===== src/rtl/mux_scan_pkg.sv =====
// Shared types and constants for the mux scan controller.
//   scan_state_t : controller FSM encoding (IDLE, SCAN, DONE)
//   SEL_LAST     : last mux select value in a scan
//   HOLD_W       : width of the per-select hold counter
package mux_scan_pkg;

  typedef enum logic [1:0] {
    IDLE = 2'd0,
    SCAN = 2'd1,
    DONE = 2'd2
  } scan_state_t;

  localparam logic [1:0] SEL_LAST = 2'd3;
  localparam int         HOLD_W   = 4;

endpackage


===== src/rtl/mux_scan_hold_cnt.sv =====
// Hold counter: counts 0..HOLD_CYCLES-1 while enabled, then wraps to 0.
// Ports:
//   clk, rst_n : clock, asynchronous active-low reset
//   i_clr      : synchronous clear (wins over enable)
//   i_en       : count enable
//   o_tc       : terminal count, high while count == HOLD_CYCLES-1
module mux_scan_hold_cnt
  import mux_scan_pkg::*;
#(
  parameter int HOLD_CYCLES = 1
) (
  input  logic clk,
  input  logic rst_n,
  input  logic i_clr,
  input  logic i_en,
  output logic o_tc
);

  localparam logic [HOLD_W-1:0] TC_VAL = HOLD_W'(HOLD_CYCLES - 1);

  logic [HOLD_W-1:0] r_count;

  assign o_tc = (r_count == TC_VAL);

  always_ff @(posedge clk or negedge rst_n) begin
    if (!rst_n) begin
      r_count <= '0;
    end else if (i_clr) begin
      r_count <= '0;
    end else if (i_en) begin
      // Wrap at terminal count so the next select value starts from 0.
      r_count <= o_tc ? '0 : r_count + 1'b1;
    end
  end

endmodule


===== src/rtl/mux_scan_ctrl.sv =====
// Scan controller for a 4-to-1 combinational mux. Accepts a 4-bit word,
// drives it onto the mux data inputs, steps the select through 0..3 holding
// each value HOLD_CYCLES cycles, captures the mux output per select, and
// presents the reassembled word plus a mismatch flag.
//
// Handshakes: a transfer occurs on a rising edge where valid && ready are
// both high. load_ready is high only in IDLE, out_valid only in DONE, so the
// two are never high together; out_* stay stable while out_ready is low.
//
// Ports:
//   clk, rst_n             : clock, asynchronous active-low reset
//   load_valid/ready/data  : input word handshake
//   mux_sel, mux_in        : registered drive to the mux
//   mux_ans                : mux output (combinational from mux_sel/mux_in)
//   out_valid/ready        : result handshake
//   out_data, out_err      : captured word, mismatch against loaded word
//   o_dbg_state            : current FSM state for observation
module mux_scan_ctrl
  import mux_scan_pkg::*;
#(
  parameter int HOLD_CYCLES = 1
) (
  input  logic        clk,
  input  logic        rst_n,
  input  logic        load_valid,
  output logic        load_ready,
  input  logic [3:0]  load_data,
  output logic [1:0]  mux_sel,
  output logic [3:0]  mux_in,
  input  logic        mux_ans,
  output logic        out_valid,
  input  logic        out_ready,
  output logic [3:0]  out_data,
  output logic        out_err,
  output scan_state_t o_dbg_state
);

  if (HOLD_CYCLES < 1 || HOLD_CYCLES > 15) begin : g_bad_hold
    $error("mux_scan_ctrl: HOLD_CYCLES must be in 1..15");
  end

  scan_state_t r_state;
  scan_state_t w_next_state;
  logic [1:0]  r_sel;
  logic [3:0]  r_mux_in;
  logic [3:0]  r_capture;
  logic        w_load;
  logic        w_tc;
  logic        w_step;

  assign w_load = load_valid && (r_state == IDLE);
  // A capture happens on the last hold cycle of each select value.
  assign w_step = (r_state == SCAN) && w_tc;

  mux_scan_hold_cnt #(
    .HOLD_CYCLES (HOLD_CYCLES)
  ) u_hold_cnt (
    .clk   (clk),
    .rst_n (rst_n),
    .i_clr (w_load),
    .i_en  (r_state == SCAN),
    .o_tc  (w_tc)
  );

  always_ff @(posedge clk or negedge rst_n) begin
    if (!rst_n) begin
      r_state <= IDLE;
    end else begin
      r_state <= w_next_state;
    end
  end

  always_comb begin
    w_next_state = r_state;
    load_ready   = 1'b0;
    out_valid    = 1'b0;
    out_data     = 4'h0;
    out_err      = 1'b0;
    case (r_state)
      IDLE: begin
        load_ready = 1'b1;
        if (load_valid) w_next_state = SCAN;
      end
      SCAN: begin
        if (w_tc && (r_sel == SEL_LAST)) w_next_state = DONE;
      end
      DONE: begin
        // Result is gated by state so a partial capture is never visible.
        out_valid = 1'b1;
        out_data  = r_capture;
        out_err   = (r_capture != r_mux_in);
        if (out_ready) w_next_state = IDLE;
      end
      default: w_next_state = IDLE;
    endcase
  end

  always_ff @(posedge clk or negedge rst_n) begin
    if (!rst_n) begin
      r_sel     <= 2'd0;
      r_mux_in  <= 4'h0;
      r_capture <= 4'h0;
    end else if (w_load) begin
      r_sel     <= 2'd0;
      r_mux_in  <= load_data;
      r_capture <= 4'h0;
    end else if (w_step) begin
      r_capture[r_sel] <= mux_ans;
      // After the last select the mux is parked back at 0 for DONE/IDLE.
      r_sel <= (r_sel == SEL_LAST) ? 2'd0 : r_sel + 2'd1;
    end
  end

  assign mux_sel     = r_sel;
  assign mux_in      = r_mux_in;
  assign o_dbg_state = r_state;

endmodule


===== config.mk =====
export PLATFORM = sky130hd
export DESIGN_NAME = mux_scan_ctrl
export DESIGN_NICKNAME = d
export VERILOG_FILES = /design/src/rtl/mux_scan_pkg.sv /design/src/rtl/mux_scan_hold_cnt.sv /design/src/rtl/mux_scan_ctrl.sv
export SDC_FILE = /design/constraint.sdc
export NUM_CORES = 1
export LEC_CHECK = 0
export ABC_CLOCK_PERIOD_IN_PS = 1700
export BUFFER_PORTS_ARGS = -buffer_cell sky130_fd_sc_hd__buf_2
export CORE_MARGIN = 4
export CORE_UTILIZATION = 45
export DETAILED_ROUTE_END_ITERATION = 8
export PLACE_DENSITY = 0.74
export SYNTH_ARGS = -nofsm -noshare
export SYNTH_HDL_FRONTEND = slang
export SYNTH_SLANG_ARGS = --single-unit

===== constraint.sdc =====
create_clock -name clk -period 1.7 [get_ports clk]
set_input_delay 0.255 -clock clk [delete_from_list [all_inputs] [get_ports clk]]
set_output_delay 0.255 -clock clk [all_outputs]
set_load 0.01 [all_outputs]

==> results.json <==
{
  "outcome": "completed",
  "clock_skew_ns": 0.004866,
  "hp-class": "in2reg",
  "r2r-end": "r_capture[1]$_DFFE_PN0P_",
  "core-area_mm2": 0.001942,
  "cpMaxStageDelayCell": "dfrtp_2",
  "cellPowerDensity_mw_per_mm2": 1596,
  "num_io_pins": 24,
  "slowest_delay_ns": 0.45,
  "min_path_cells": 3,
  "path_buf_inv": 3,
  "synth_area_um2": 912.1,
  "clk_pin_slew_ns": 0.09,
  "routed_wl_um": 1859,
  "routabilityCongestion": 0.8415,
  "overflow": 0,
  "critPathLaunchType": "flop",
  "htree_levels": 1,
  "port_buffers": 23,
  "ys_ff_latch": 16,
  "cts_tree": "done",
  "fin_util_pct": 56.89,
  "yosysWarnings": 0,
  "slew_headroom_pct": 71.48,
  "worst_pin_slew_ns": 0.4273,
  "crit_top_cell": "inv_1",
  "reg2reg_slack_ns": 0.15,
  "rsz0062_at_grt": "false",
  "ys_types": 22,
  "dr.pass1.iters": 4,
  "postRouteAntennaNets": 0,
  "fin_ws_ns": 0.1277,
  "die_width_um": 53.02,
  "drtIter0Drc": 4,
  "clock_path_buffers": 2,
  "dp_slack_ns": 0.1714,
  "path_max_fanout": 8,
  "ys_seq_area_share_pct": 43.90,
  "dp_hpwl_um": 1405,
  "grt_use_total_pct": 15.74,
  "cts_sinks": 16,
  "final_cell_mix": "23 x buf_2, 17 x nand2_1, 14 x dfrtp_1",
  "layout_min_cycle_time_ns": 1.572,
  "syn_inst": 92,
  "fp-row-count": 16,
  "reg2reg_depth": 5,
  "grt_pass1_vias": 693,
  "cts_root_buf": "clkbuf_4",
  "start_util_pct": 46.97,
  "crit_chain": "inv_1, nand2_2, inv_1, and2_1, buf_2",
  "cts-buffers-inserted": 3,
  "hold_start": "load_data[0]",
  "drc": 0,
  "nets": 135,
  "min_period_over_period_pct": 92.49,
  "grt_max_degree": 17,
  "grt_pass1_wl_um": 3187,
  "fillers": 189,
  "arrival_ns": 1.32,
  "ir_worst_vdd_mv": 0.8983,
  "slew_viol_final": 0,
  "die_height_um": 53.02,
  "setup_viol": 0,
  "vias_per_cell": 4.952,
  "wl_per_cell_um": 12.73,
  "cts_setup_buffers": 0,
  "die_area_mm2": 0.002811,
  "worstPathRequired_ns": 1.44,
  "drive_gt1_share_pct": 34.45,
  "r2r_start": "u_hold_cnt.r_count[0]$_DFFE_PN0P_",
  "worst-setup-path-type": "reg2out",
  "min_to": "mux_in[0]$_DFFE_PN0P_",
  "antenna_found_initial": 0,
  "area_growth_pct": 21.12,
  "critical-path-top-delay-family": "flip-flops",
  "maxClockFrequency_mhz": 636.0,
  "syn_nets": 107,
  "syn_avg_cell_area_um2": 9.914,
  "crit_path_end_kind": "output port",
  "fin_tns_setup_ns": 0,
  "p_leak_nw": 0.5803,
  "diodes": 0,
  "final_common_cell": "buf_2",
  "hold_viol_final": 0,
  "vias": 723,
  "clk_latency_ns": 0.29,
  "drv_cap": 0
}
layer usage:
layer / global-route usage [%] / part of all wire (%) / wire length [µm]
met2: 23.55 / 47 / 869
met1: 21.48 / 46 / 860
met3: 5.634 / 5.9 / 109
met4: 3.830 / 1.0 / 19
met5: 0 / 0 / 0
what timing repair did:
item | 4_1_cts | 5_1_grt
endpoints found under the setup margin | 2 | 2
gates resized for setup | 2 | 2
pin swaps | 0 | 0
endpoints found under the hold margin | 16 | 0
hold buffers | 1 | 0
sequential cells by signal, indices dropped and copies added (netlist names):
name                flops
mux_in                  4
mux_sel                 2
o_dbg_state             2
r_capture               4
u_hold_cnt.r_count      4
cell usage after synthesis:
cell	number	share of area [%]
dfrtp_1	16	44
a31o_2	3	2.9
o21bai_1	1	0.82
nand2_1	18	7.4
a311oi_1	3	2.9
o21ai_0	3	1.6
o31ai_1	3	2.5
inv_1	10	4.1
a31oi_1	1	0.69
nand3_1	4	2.2
nor2_1	7	2.9
and2_4	1	0.96
ha_1	6	8.2
a22o_2	1	1.1
a41oi_1	1	0.96
nor3b_4	2	4.1
and2_1	1	0.69
or3b_2	1	0.96
xnor2_1	4	3.8
nor2b_4	1	1.5
mux2i_1	3	3.3
buf_6	2	2.5
tightest hold or removal path: stages:
cell and delay, ns:
buf_2 0.07, nand2_1 0.04, nand2_1 0.04
how the worst max path moves through the flow:
stage | startpoint | endpoint | slack [ns] | cells past startpoint
detailed placement | u_hold_cnt.r_count[0]$_DFFE_PN0P_ | r_capture[1]$_DFFE_PN0P_ | 0.17 | 5
floorplan | u_hold_cnt.r_count[0]$_DFFE_PN0P_ | r_capture[0]$_DFFE_PN0P_ | 0.33 | 5
global route | o_dbg_state[0]$_DFFE_PN0P_ | out_data[3] | 0.02 | 5
CTS | o_dbg_state[0]$_DFFE_PN0P_ | out_data[3] | 0.06 | 5
global placement | u_hold_cnt.r_count[0]$_DFFE_PN0P_ | r_capture[2]$_DFFE_PN0P_ | 0.25 | 5
finish | o_dbg_state[0]$_DFFE_PN0P_ | out_data[3] | 0.13 | 5
through the flow:
stage                     hold WS [ns]  area [µm²]  total power [mW]  instances
final                           0.1507        1105             1.763        146
after global routing            0.1433        1105             1.931        146
after CTS                       0.1391        1095             1.769        146
after detailed placement        0.1904        1046             1.504        141
after global placement          0.1861        1046             1.462        141
after floorplan               -0.04059       912.1             1.287         92
area by class of cell:
class	count	area, µm²	area share [%]
Clock buffer	4	36.28	3.284
Inverter	10	37.54	3.398
Multi-Input combinational cell	64	461.7	41.79
Sequential cell	16	402.9	36.47
Tap cell	27	33.78	3.058
Timing Repair Buffer	25	132.6	12.00
power by group:
| part | internal, mW | leakage, nW | switching (mW) |
|---|---|---|---|
| combinational | 0.384 | 0.363 | 0.404 |
| sequential | 0.548 | 0.197 | 0.179 |
| clock | 0.130 | 0.0210 | 0.118 |
| total | 1.06 | 0.580 | 0.701 |
kinds of logic after synthesis:
kind of cell | count (synthesis) | share of synthesized area [%]
buffers and inverters | 12 | 6.585
and+or+nand+nor | 35 | 20.71
AOI/OAI and AO/OA | 16 | 13.44
xor gates and xnor gates | 4 | 3.840
DFF | 16 | 43.90
adders and majority gates | 6 | 8.230
muxes | 3 | 3.292
Note: power is estimated with default switching activity, not from simulation.
